**src/rtl/mem_arbiter_if.sv**
```systemverilog
`default_nettype none
// +----------------------------------------------------------------------+
// | mem_arbiter_if : IF/LS requester ports and memory port of the arbiter |
// | Revision: 1.0                                                         |
// +----------------------------------------------------------------------+
interface mem_arbiter_if #(
  parameter int WORD = 32,
  parameter int ADDR = 16
);
  // Instruction-fetch port (read only)
  logic            if_req_i;
  logic [ADDR-1:0] if_addr_i;
  logic            if_gnt_o;
  logic            if_rvalid_o;
  logic [WORD-1:0] if_rdata_o;

  // Load/store port
  logic            ls_req_i;
  logic            ls_we_i;
  logic [ADDR-1:0] ls_addr_i;
  logic [WORD-1:0] ls_wdata_i;
  logic            ls_gnt_o;
  logic            ls_rvalid_o;
  logic [WORD-1:0] ls_rdata_o;

  // Single-ported memory, one-cycle read latency
  logic [ADDR-1:0] mem_addr_o;
  logic            mem_write_o;
  logic [WORD-1:0] mem_din_o;
  logic [WORD-1:0] mem_dout_i;

  modport slave (
    input  if_req_i, if_addr_i,
    output if_gnt_o, if_rvalid_o, if_rdata_o,
    input  ls_req_i, ls_we_i, ls_addr_i, ls_wdata_i,
    output ls_gnt_o, ls_rvalid_o, ls_rdata_o,
    output mem_addr_o, mem_write_o, mem_din_o,
    input  mem_dout_i
  );

  modport master (
    output if_req_i, if_addr_i,
    input  if_gnt_o, if_rvalid_o, if_rdata_o,
    output ls_req_i, ls_we_i, ls_addr_i, ls_wdata_i,
    input  ls_gnt_o, ls_rvalid_o, ls_rdata_o,
    input  mem_addr_o, mem_write_o, mem_din_o,
    output mem_dout_i
  );
endinterface
`default_nettype wire

```
**src/rtl/mem_arbiter.sv**
```systemverilog
`default_nettype none
// +----------------------------------------------------------------------+
// | mem_arbiter : shares one single-ported memory between IF and LS;      |
// | LS-priority with starvation-forced IF grant, read data steered back.  |
// | Revision: 1.0                                                         |
// +----------------------------------------------------------------------+
module mem_arbiter #(
  parameter int WORD         = 32,
  parameter int ADDR         = 16,
  parameter int STARVE_LIMIT = 4
) (
  input  wire logic    clk_i,
  input  wire logic    rst_i,
  mem_arbiter_if.slave bus
);

  localparam int               CNT_W        = $clog2(STARVE_LIMIT + 1);
  localparam logic [CNT_W-1:0] c_STARVE_MAX = CNT_W'(STARVE_LIMIT);
  localparam logic             c_OWNER_IF   = 1'b0;
  localparam logic             c_OWNER_LS   = 1'b1;

  logic [CNT_W-1:0] starve_q, starve_d;
  logic             rsp_valid_q, rsp_valid_d;
  logic             rsp_owner_q, rsp_owner_d;

  logic             w_force_if;
  logic             w_if_gnt;
  logic             w_ls_gnt;
  logic [ADDR-1:0]  w_mem_addr;
  logic             w_mem_write;
  logic [WORD-1:0]  w_mem_din;

  // Grant: LS by default, IF once it has waited STARVE_LIMIT cycles
  always_comb begin
    w_force_if = bus.if_req_i && (starve_q == c_STARVE_MAX);
    w_if_gnt   = 1'b0;
    w_ls_gnt   = 1'b0;
    if (!rst_i) begin
      if (w_force_if) begin
        w_if_gnt = 1'b1;
      end else if (bus.ls_req_i) begin
        w_ls_gnt = 1'b1;
      end else if (bus.if_req_i) begin
        w_if_gnt = 1'b1;
      end
    end
  end

  always_comb begin
    w_mem_addr  = '0;
    w_mem_write = 1'b0;
    w_mem_din   = '0;
    if (w_if_gnt) begin
      w_mem_addr = bus.if_addr_i;
    end else if (w_ls_gnt) begin
      w_mem_addr  = bus.ls_addr_i;
      w_mem_write = bus.ls_we_i;
      w_mem_din   = bus.ls_wdata_i;
    end
  end

  // Writes produce no response; owner is left alone when nothing is pending
  always_comb begin
    rsp_valid_d = 1'b0;
    rsp_owner_d = rsp_owner_q;
    if (w_if_gnt) begin
      rsp_valid_d = 1'b1;
      rsp_owner_d = c_OWNER_IF;
    end else if (w_ls_gnt && !bus.ls_we_i) begin
      rsp_valid_d = 1'b1;
      rsp_owner_d = c_OWNER_LS;
    end
  end

  always_comb begin
    starve_d = '0;
    if (bus.if_req_i && !w_if_gnt) begin
      starve_d = (starve_q == c_STARVE_MAX) ? starve_q : starve_q + CNT_W'(1);
    end
  end

  always_ff @(posedge clk_i) begin
    if (rst_i) begin
      rsp_valid_q <= 1'b0;
      rsp_owner_q <= c_OWNER_IF;
      starve_q    <= '0;
    end else begin
      rsp_valid_q <= rsp_valid_d;
      rsp_owner_q <= rsp_owner_d;
      starve_q    <= starve_d;
    end
  end

  assign bus.if_gnt_o    = w_if_gnt;
  assign bus.ls_gnt_o    = w_ls_gnt;
  assign bus.mem_addr_o  = w_mem_addr;
  assign bus.mem_write_o = w_mem_write;
  assign bus.mem_din_o   = w_mem_din;

  assign bus.if_rvalid_o = rsp_valid_q && (rsp_owner_q == c_OWNER_IF);
  assign bus.ls_rvalid_o = rsp_valid_q && (rsp_owner_q == c_OWNER_LS);
  assign bus.if_rdata_o  = bus.mem_dout_i;
  assign bus.ls_rdata_o  = bus.mem_dout_i;

endmodule
`default_nettype wire

```
**src/flat_wrapper.sv**
```systemverilog
// flat-port wrapper written by rule: the top's interface ports become plain ports
module mem_arbiter_flat 
#(
  parameter int WORD         = 32,
  parameter int ADDR         = 16,
  parameter int STARVE_LIMIT = 4
)
  (clk_i, rst_i, bus_if_req_i, bus_if_addr_i, bus_if_gnt_o, bus_if_rvalid_o, bus_if_rdata_o, bus_ls_req_i, bus_ls_we_i, bus_ls_addr_i, bus_ls_wdata_i, bus_ls_gnt_o, bus_ls_rvalid_o, bus_ls_rdata_o, bus_mem_addr_o, bus_mem_write_o, bus_mem_din_o, bus_mem_dout_i);
  mem_arbiter_if #(.WORD(WORD), .ADDR(ADDR)) bus_i ();
  input  wire logic clk_i;
  input  wire logic rst_i;
  input wire logic [$bits(bus_i.if_req_i)-1:0] bus_if_req_i;
  input wire logic [$bits(bus_i.if_addr_i)-1:0] bus_if_addr_i;
  output wire logic [$bits(bus_i.if_gnt_o)-1:0] bus_if_gnt_o;
  output wire logic [$bits(bus_i.if_rvalid_o)-1:0] bus_if_rvalid_o;
  output wire logic [$bits(bus_i.if_rdata_o)-1:0] bus_if_rdata_o;
  input wire logic [$bits(bus_i.ls_req_i)-1:0] bus_ls_req_i;
  input wire logic [$bits(bus_i.ls_we_i)-1:0] bus_ls_we_i;
  input wire logic [$bits(bus_i.ls_addr_i)-1:0] bus_ls_addr_i;
  input wire logic [$bits(bus_i.ls_wdata_i)-1:0] bus_ls_wdata_i;
  output wire logic [$bits(bus_i.ls_gnt_o)-1:0] bus_ls_gnt_o;
  output wire logic [$bits(bus_i.ls_rvalid_o)-1:0] bus_ls_rvalid_o;
  output wire logic [$bits(bus_i.ls_rdata_o)-1:0] bus_ls_rdata_o;
  output wire logic [$bits(bus_i.mem_addr_o)-1:0] bus_mem_addr_o;
  output wire logic [$bits(bus_i.mem_write_o)-1:0] bus_mem_write_o;
  output wire logic [$bits(bus_i.mem_din_o)-1:0] bus_mem_din_o;
  input wire logic [$bits(bus_i.mem_dout_i)-1:0] bus_mem_dout_i;
  assign bus_i.if_req_i = bus_if_req_i;
  assign bus_i.if_addr_i = bus_if_addr_i;
  assign bus_if_gnt_o = bus_i.if_gnt_o;
  assign bus_if_rvalid_o = bus_i.if_rvalid_o;
  assign bus_if_rdata_o = bus_i.if_rdata_o;
  assign bus_i.ls_req_i = bus_ls_req_i;
  assign bus_i.ls_we_i = bus_ls_we_i;
  assign bus_i.ls_addr_i = bus_ls_addr_i;
  assign bus_i.ls_wdata_i = bus_ls_wdata_i;
  assign bus_ls_gnt_o = bus_i.ls_gnt_o;
  assign bus_ls_rvalid_o = bus_i.ls_rvalid_o;
  assign bus_ls_rdata_o = bus_i.ls_rdata_o;
  assign bus_mem_addr_o = bus_i.mem_addr_o;
  assign bus_mem_write_o = bus_i.mem_write_o;
  assign bus_mem_din_o = bus_i.mem_din_o;
  assign bus_i.mem_dout_i = bus_mem_dout_i;
  mem_arbiter #(.WORD(WORD), .ADDR(ADDR), .STARVE_LIMIT(STARVE_LIMIT)) u_core (.clk_i(clk_i), .rst_i(rst_i), .bus(bus_i));
endmodule
```
**config.mk**
```make
export PLATFORM = sky130hd
export DESIGN_NAME = mem_arbiter_flat
export DESIGN_NICKNAME = d
export VERILOG_FILES = /design/src/rtl/mem_arbiter_if.sv /design/src/rtl/mem_arbiter.sv /design/src/flat_wrapper.sv
export SDC_FILE = /design/constraint.sdc
export NUM_CORES = 1
export LEC_CHECK = 0
export ABC_AREA = 1
export CAP_MARGIN = 15
export CELL_PAD_IN_SITES_DETAIL_PLACEMENT = 0
export CELL_PAD_IN_SITES_GLOBAL_PLACEMENT = 1
export CORE_ASPECT_RATIO = 1.1
export CORE_MARGIN = 5
export CORE_UTILIZATION = 13
export DETAILED_ROUTE_END_ITERATION = 6
export PLACE_DENSITY = 0.92
export SLEW_MARGIN = 20
export SYNTH_ARGS = -nofsm -noshare
export SYNTH_HDL_FRONTEND = slang
export SYNTH_SLANG_ARGS = --single-unit
```
**constraint.sdc**
```tcl
create_clock -name clk_i -period 2.2 [get_ports clk_i]
set_input_delay 0.55 -clock clk_i [delete_from_list [all_inputs] [get_ports clk_i]]
set_output_delay 0.55 -clock clk_i [all_outputs]
set_load 0.01 [all_outputs]
```
* Word-level counts from Yosys, hierarchy flattened
Cells that the tools add are included.
Word-level totals: register bits 5, bits in latches 0, RAM bits 0, bits in read-only memories 0, bits of input ports 101, output and inout port bits 117, word-level logic and storage cells 31, memories 0
Operators by class: add/subtract/negate cells 1, multiply operators 0, divide/modulo/power cells 0, $lt $le $gt $ge 0, eq/ne operators 1, shift operators 0, muxes and demuxes 15, bitwise gates (word level) 2, reduce and logical (&&, ||, !) cells 9
Operator list (count):
- $mux 32 | 2
- $mux 16 | 2
- $mux 1 | 11
- $logic_and 1x1->1 | 5
- $reduce_or 2->1 | 2
- $add 3x1->3 const B | 1
- $eq 3x3->1 const B | 1
- $logic_not 1->1 | 2
- $not 1->1 | 2

* Logic depth before layout (Yosys ltp)
Gate-level depths: netlist (run 1).
depth in word-level cells 8, depth in mapped cells 8, mapped depth without buffers 7

* Least setup slack after synthesis (run 1)
No wires, ideal clock.
path kind input to output, from input bus_ls_req_i, to output bus_mem_addr_o[6], arrival 1.201 ns, setup slack 0.449 ns, cell stages on the path 7, path buffers 1, cell sequence inv_1 -> nor2_4 -> nand2_4 -> inv_4 -> buf_6 -> nand2_1 -> o21ai_1
On the way: word-level cells in the longest chain between the ends 5, elaborated cells on any way between the ends 8
Ends and longest elaborated chain:
- start: declaration | line flat_wrapper.sv:17 | input wire logic [$bits(bus_i.ls_req_i)-1:0] bus_ls_req_i;
- $mux 1 | line mem_arbiter.sv:41 | end else if (bus.ls_req_i) begin
- $mux 1 | line mem_arbiter.sv:39 | if (w_force_if) begin
- $mux 1 | line mem_arbiter.sv:38 | if (!rst_i) begin
- net bus_ls_gnt_o | line flat_wrapper.sv:21 | output wire logic [$bits(bus_i.ls_gnt_o)-1:0] bus_ls_gnt_o;
- $mux 16 | line mem_arbiter.sv:55 | end else if (w_ls_gnt) begin
- $mux 16 | line mem_arbiter.sv:53 | if (w_if_gnt) begin
- end: declaration | line flat_wrapper.sv:24 | output wire logic [$bits(bus_i.mem_addr_o)-1:0] bus_mem_addr_o;
The timed path passes the listed nets, and every way through them passes these cells.

* Worst setup path in the final report (run 1)
from register u_core.starve_q[0], to output bus_if_gnt_o
On the way: word-level cells in the longest chain between the ends 4
Ends and longest elaborated chain:
- start: declaration | line mem_arbiter.sv:22 | logic [CNT_W-1:0] starve_q, starve_d;
- start signal: assignment | line mem_arbiter.sv:90 | starve_q <= starve_d;
- $eq 3x3->1 | line mem_arbiter.sv:35 | w_force_if = bus.if_req_i && (starve_q == c_STARVE_MAX);
- $logic_and 1x1->1 | line mem_arbiter.sv:35
- $mux 1 | line mem_arbiter.sv:39
- $mux 1 | line mem_arbiter.sv:38
- end: declaration | line flat_wrapper.sv:14 | output wire logic [$bits(bus_i.if_gnt_o)-1:0] bus_if_gnt_o;
No other way between the ends.

==> results.py, run 1 <==
metrics = {
    "logic_synthesis": {
        "synth_compound_area_frac": 0.0959,
        "synth.top_cells.by_area": "buf_4 37%, inv_1 16%, nor2_1 10%",
        "synth_top_cells_by_count": "64 x buf_4, 57 x inv_1, 35 x nor2_1, 13 x nand2_1, 10 x nand2_2",
        "syn_nets": 322,
        "ys_warn_count": 0,
        "synth_cell_types": 20,
        "synth_async_sr_flop_share": 0,
        "synth_adder_area_share": 0.0192,
        "synthMuxAreaShare": 0,
        "synth_ff_type": "dfxtp_1",
        "syn_area_sq_mm": 0.00131,
        "netlist_instances": 219,
        "synth_top_area_frac": 0.368,
        "yosysMostFrequentCell": "buf_4",
        "yosys_register_bits": 5,
        "synth_xor_area_frac": 0.00671,
        "synth_top_family_by_area": "buffers and inverters",
        "yosys.area.top_type": "buf_4",
        "syn_area_per_cell_sq_um": 5.96,
        "ys_seq_area_frac": 0.0767,
        "synth-simple-area-share": 0.236,
        "synth_edf_count": 0,
    },
    "floorplan": {
        "die_height_microns": 115,
        "die_w_microns": 106,
        "placementRows": 38,
        "core_area_sq_mm": 0.00984,
        "ioPinCount": 218,
        "die_area_sq_mm": 0.0121,
        "start_util": 0.133,
    },
    "clock_tree": {
        "cts_hold_buffers": 0,
        "clk_latency_ns": 0.22,
        "numCtsBuffers": 3,
        "clock_sinks": 5,
        "cts_tree": "built",
        "root_buffer": "clkbuf_8",
        "cts_buffer_depth": 2,
        "clk_pin_slew_ns": 0.04,
        "h-tree-depth": 1,
    },
    "routing": {
        "wire_per_inst_microns": 10.7,
        "drt_iter0_drc": 20,
        "routed_wl_microns": 4440,
        "ant_nets": 0,
        "first_pass_iters": 2,
        "vias_per_cell": 3.49,
        "remaining_drc_errors": 0,
        "via_count": 1452,
    },
    "job": {
        "drv_cap": 0,
    },
    "setup_path": {
        "worst-path-max-fanout": 5,
        "critPathSlowestCell": "dfxtp_1",
        "worstPathArrival_ns": 1.57,
        "end_kind": "primary output",
        "cp-start-kind": "flop",
        "worstPathCellList": "inv_2 -> ha_4 -> nand2_2 -> nand2_4 -> nand3_4 -> buf_12 -> buf_4 -> inv_1 -> dlygate4sd2_1",
        "crit_type": "flop to primary output",
        "critPathMaxStageDelay_ns": 0.31,
        "worst_ep_required_time_ns": 1.65,
    },
    "sta": {
        "maxSlewHeadroom": 0.857,
        "fin_ws_ns": 0.0818,
        "tightestPinTransition_ns": 0.214,
        "post-route-period-util": 0.963,
        "final.setup_skew_ns": 0.000431,
        "max_freq_mhz": 472,
        "period_minus_slack_ns": 2.12,
        "rsz0062_at_grt": "false",
        "drv_slew": 0,
        "setup_viol": 0,
        "finalHoldViolCount": 0,
        "holdWs_ns": 0.468,
    },
    "layout": {
        "fin_cells": 416,
        "fin_util": 0.234,
        "fill_cells": 1144,
        "drive_gt1_frac": 0.260,
        "nets": 400,
        "area_growth_pct": 76.4,
        "seq_area_sq_um": 100,
        "multiInputGateArea_sq_um": 487,
        "insertedDiodeCount": 0,
    },
    "place": {
        "dp_hpwl_microns": 3880,
        "dp_cells": 402,
        "io_buffers": 121,
        "gp_congestion": 0.716,
        "pre_cts_ws_ns": -0.639,
    },
    "global_routing": {
        "grt_pass1_vias": 1498,
        "overflow": 0,
        "grt_antenna_before_repair": 0,
        "grt_max_degree": 26,
        "track_usage": 0.0658,
        "grt_pass1_wl_microns": 6540,
    },
    "status": {
        "outcome": "finished clean",
    },
    "pwr": {
        "p_leak_nw": 1.24,
        "power.density_mw_per_mm2": 255,
        "vdd_drop_max_mv": 0.119,
    },
    "worst_hold_path": {
        "hold_path.class": "flop to flop",
    },
}
-- kinds of logic after synthesis --
family | Yosys count
adder cells (fa/ha/maj) | 2
AO/OA/AOI/OAI | 19
XOR/XNOR | 1
buffers and inverters | 127
AND/OR/NAND/NOR | 65
flip-flops | 5
-- critical path: cells and delay by family, from the launching register on --
kind	cells	cell delay, ns
adders and majority gates	1	0.15
buffers and inverters	5	0.65
DFF	1	0.31
and+or+nand+nor	3	0.23
-- cell type report --
cell class / count / share of cell area
repair buffers: 142 / 0.562
well taps: 120 / 0.0652
multi-input cells: 87 / 0.211
inverters: 58 / 0.0978
flip-flops and latches: 5 / 0.0435
clock buffers: 4 / 0.0196
-- registers in the layout, indices dropped and copies added (netlist names) --
register and count:
u_core.rsp_owner_q 1, u_core.rsp_valid_q 1, u_core.starve_q 3
-- where the power goes --
part           total, mW  leakage, nW  internal [mW]  switching (mW)
clock network      0.170       0.0228          0.124          0.0452
logic              0.321         1.17          0.197           0.125
registers         0.0959       0.0408         0.0942         0.00170
total              0.587         1.24          0.415           0.172
-- cell usage in the layout (no fill, tap or decap), drive strengths merged --
master	count
dfxtp	5
buf	36
clkdlybuf4s15	17
clkdlybuf4s50	67
ha	2
dlygate4sd2	19
nand2	24
xnor2	1
nor2	36
o21ai	16
a21oi	3
nand3	5
clkbuf	7
inv	58
-- stage by stage --
stage / cell area [sq um] / TNS [ns] / power [mW]
finish: 2300 / 0 / 0.587
global route: 2300 / 0 / 0.628
CTS: 2330 / 0 / 0.602
detailed placement: 2240 / -28.86 / 0.437
global placement: 2240 / -27.18 / 0.432
floorplan: 1310 / 0 / 0.320
-- layer usage --
layer  global-route usage  share of wire
met1               0.0560           0.33
met2                0.129           0.48
met3               0.0309           0.16
met4               0.0302          0.031
met5                    0              0
-- final timing paths --
| path | startpoint | cells past startpoint | slack [ns] | to |
|---|---|---|---|---|
| hold / removal | u_core.rsp_owner_q | 2 | 0.47 | u_core.rsp_owner_q |
| setup reg to reg | u_core.starve_q[1] | 8 | 1.03 | u_core.rsp_valid_q |
| hold reg to reg | u_core.rsp_owner_q | 2 | 0.47 | u_core.rsp_owner_q |
| setup / recovery | u_core.starve_q[0] | 9 | 0.08 | bus_if_gnt_o |
-- what timing repair did --
action                     CTS  global route
setup endpoints to repair   51            47
pin swaps                    2             2
gates resized for setup    129            15
setup buffers               10             0
(Power assumes the default switching activity.)
==> inputs of run 2 (changes only) <==
--- a/config.mk
+++ b/config.mk
@@ -6,6 +6,7 @@
 export NUM_CORES = 1
 export LEC_CHECK = 0
 export ABC_AREA = 1
+export ABC_CLOCK_PERIOD_IN_PS = 2200
 export CAP_MARGIN = 15
 export CELL_PAD_IN_SITES_DETAIL_PLACEMENT = 0
 export CELL_PAD_IN_SITES_GLOBAL_PLACEMENT = 1
==> results of run 2 <==
The final DEF is identical to that of run 1; final timing and power are the same.
==> inputs of run 3 (changes only) <==
--- a/config.mk
+++ b/config.mk
@@ -5,14 +5,13 @@
 export SDC_FILE = /design/constraint.sdc
 export NUM_CORES = 1
 export LEC_CHECK = 0
-export ABC_AREA = 1
 export ABC_CLOCK_PERIOD_IN_PS = 2200
 export CAP_MARGIN = 15
 export CELL_PAD_IN_SITES_DETAIL_PLACEMENT = 0
 export CELL_PAD_IN_SITES_GLOBAL_PLACEMENT = 1
 export CORE_ASPECT_RATIO = 1.1
 export CORE_MARGIN = 5
-export CORE_UTILIZATION = 13
+export CORE_UTILIZATION = 12
 export DETAILED_ROUTE_END_ITERATION = 6
 export PLACE_DENSITY = 0.92
 export SLEW_MARGIN = 20
==> run 3 against run 2 <==
Effect of this change:
- clock skew increased by 0.00082 ns
- sequential power up 0.8%
- final area shrank 8.6%
- register-to-register slack worse by 0.19 ns
==> results.py, run 3 <==
metrics = {
    "sta": {
        "period_minus_slack_ns": 2.11,
        "fin_ws_ns": 0.0864,
        "max_freq_mhz": 473,
        "finalHoldViolCount": 0,
        "rsz0062_at_grt": "false",
        "tightestPinTransition_ns": 0.219,
        "post-route-period-util": 0.961,
        "maxSlewHeadroom": 0.854,
        "final.setup_skew_ns": 0.00125,
        "holdWs_ns": 0.520,
        "fin_setup_tns_ns": 0,
        "drv_slew": 0,
        "setup_viol": 0,
    },
    "setup_path": {
        "worstPathArrival_ns": 1.56,
        "r2r_end": "u_core.rsp_valid_q",
        "worst_ep_required_time_ns": 1.65,
        "worst-path-max-fanout": 9,
        "critPathSlowestCell": "dfxtp_1",
        "startpoint": "u_core.starve_q[1]",
        "rr_startpoint": "u_core.starve_q[0]",
        "critical_path.top_delay_family": "buffers and inverters",
        "cp-start-kind": "flop",
        "worst-path-buf-inv": 4,
        "cp.depth": 7,
        "endpoint": "bus_if_gnt_o",
        "end_kind": "primary output",
        "r2r_cells": 8,
        "worstPathCellList": "inv_1 -> ha_4 -> nand2_2 -> a21oi_4 -> buf_6 -> buf_16 -> dlygate4sd2_1",
        "critPathMaxStageDelay_ns": 0.30,
        "regToRegSetupSlack_ns": 0.84,
        "crit_type": "flop to primary output",
    },
    "global_routing": {
        "overflow": 0,
        "track_usage": 0.0829,
        "grt_antenna_before_repair": 0,
        "grt_pass1_vias": 1458,
        "grt_max_degree": 34,
        "grt_pass1_wl_microns": 7370,
    },
    "job": {
        "drv_cap": 0,
    },
    "layout": {
        "nets": 331,
        "fin_cells": 345,
        "top_regs": "u_core.starve_q: 3 flops, u_core.rsp_owner_q: 1 flops, u_core.rsp_valid_q: 1 flops",
        "final_cell_mix": "67 x clkdlybuf4s50_1, 44 x buf_2, 33 x and3_1",
        "area_growth_pct": 84.7,
        "drive_gt1_frac": 0.388,
        "largest_register_ffs": 3,
        "final_common_cell": "clkdlybuf4s50_1",
        "fill_cells": 1021,
        "largest-register": "u_core.starve_q",
    },
    "logic_synthesis": {
        "synth_top_area_frac": 0.429,
        "syn_area_sq_mm": 0.00114,
        "synthMuxAreaShare": 0.00879,
        "netlist_instances": 151,
        "synth_top_cells_by_count": "65 x buf_4, 34 x and3_1, 16 x a22o_1, 6 x clkbuf_1, 5 x dfxtp_1",
        "yosysMostFrequentCell": "buf_4",
        "synth_top_family_by_area": "buffers and inverters",
        "synth_cell_types": 22,
        "synth_ff_type": "dfxtp_1",
        "yosys.area.top_type": "buf_4",
        "synth_edf_count": 0,
        "ys_warn_count": 0,
        "synth_compound_area_frac": 0.148,
        "synth_adder_area_share": 0.0220,
        "syn_area_per_cell_sq_um": 7.54,
        "synth.top_cells.by_area": "buf_4 43%, and3_1 19%, a22o_1 12%",
        "ys_seq_area_frac": 0.0879,
        "synth_xor_area_frac": 0,
        "syn_nets": 254,
        "yosys_register_bits": 5,
        "synth_async_sr_flop_share": 0,
        "synth-simple-area-share": 0.252,
    },
    "clock_tree": {
        "cts_buffer_depth": 2,
        "clk_latency_ns": 0.22,
        "cts_tree": "built",
        "h-tree-depth": 1,
        "cts_hold_buffers": 0,
        "numCtsBuffers": 3,
        "clock_sinks": 5,
        "root_buffer": "clkbuf_8",
        "clk_pin_slew_ns": 0.04,
    },
    "routing": {
        "vias_per_cell": 3.85,
        "routed_wl_microns": 5460,
        "drt_iter0_drc": 12,
        "via_count": 1328,
        "ant_nets": 0,
        "wire_per_inst_microns": 15.8,
        "remaining_drc_errors": 0,
        "first_pass_iters": 4,
    },
    "floorplan": {
        "placementRows": 37,
        "die_area_sq_mm": 0.0115,
        "start_util": 0.122,
        "ioPinCount": 218,
        "core_area_sq_mm": 0.00931,
        "die_height_microns": 112,
        "die_w_microns": 103,
    },
    "pwr": {
        "p_sw_mw": 0.158,
        "power.density_mw_per_mm2": 279,
        "power_frac_comb": 0.542,
        "internal_power_mw": 0.430,
        "pwr-share-seq": 0.165,
        "p_leak_nw": 1.07,
        "clkPwrFrac": 0.293,
        "p_total_mw": 0.588,
        "vdd_drop_max_mv": 0.101,
        "swShare": 0.269,
    },
    "place": {
        "gp_congestion": 0.659,
        "dp_hpwl_microns": 3970,
        "pre_cts_ws_ns": -0.603,
        "io_buffers": 121,
        "dp_cells": 325,
    },
    "status": {
        "outcome": "finished clean",
    },
    "worst_hold_path": {
        "hold_path.class": "input pin to flop",
        "holdCritStartpoint": "rst_i",
    },
}
-- run 3: stage by stage --
step / area [sq um] / utilization
floorplan: 1140 / -
global placement: 2050 / 0.221
detailed placement: 2050 / 0.221
CTS: 2090 / 0.225
global route: 2100 / 0.226
finish: 2100 / 0.226
-- run 3: worst min path at each step --
stage | endpoint | slack (ns) | cells after the start
5_1_grt | u_core.rsp_owner_q | 0.54 | 2
3_3_place_gp | u_core.starve_q[0] | 0.52 | 2
2_1_floorplan | u_core.rsp_owner_q | 0.50 | 2
6_report | u_core.rsp_owner_q | 0.52 | 2
4_1_cts | u_core.rsp_owner_q | 0.58 | 2
3_5_place_dp | u_core.starve_q[0] | 0.53 | 2
-- run 3: routing by layer --
metal,GRT usage,up-vias,part of all wire
li1,-,609,-
met1,0.0726,570,0.30
met2,0.161,115,0.49
met3,0.0230,34,0.16
met4,0.0492,0,0.051
met5,0,-,0
-- run 3: power groups by stage --
stage	registers, mW	logic, mW	clock network, mW
2_1_floorplan	0.0971	0.209	0
3_3_place_gp	0.0983	0.317	0
3_5_place_dp	0.0983	0.319	0
4_1_cts	0.0970	0.322	0.177
5_1_grt	0.0970	0.341	0.184
6_report	0.0967	0.318	0.172
-- run 3: kinds of logic (layout without fill, tap and decap cells) --
family	Yosys count	in the layout
other	0	1
AND/OR/NAND/NOR	47	49
adder cells (fa/ha/maj)	2	2
flip-flops	5	5
multiplexers	1	1
AO/OA/AOI/OAI	20	20
buffers and inverters	76	150
-- run 3: repair_timing --
action,CTS,global route
gates cloned,4,0
setup buffers,10,1
pin swaps,2,1
endpoints found under the setup margin,51,11
gates resized for setup,218,9
-- run 3: final cells by class --
cell class              instances  area (sq um)  area share
multi-input cells              72           551       0.262
clock buffers                   4          45.0      0.0214
diodes                          1          2.50     0.00119
well taps                     117           146      0.0696
inverters                       3          11.3     0.00535
repair buffers                143          1250       0.593
flip-flops and latches          5           100      0.0476
-- run 3: worst reg2reg max path, delay by kind of cell (launching register included) --
kind,cells,cell delay (ns)
AO/OA/AOI/OAI,2,0.21
adder cells (fa/ha/maj),1,0.17
AND/OR/NAND/NOR,1,0.10
buffers and inverters,4,0.45
flip-flops,1,0.34
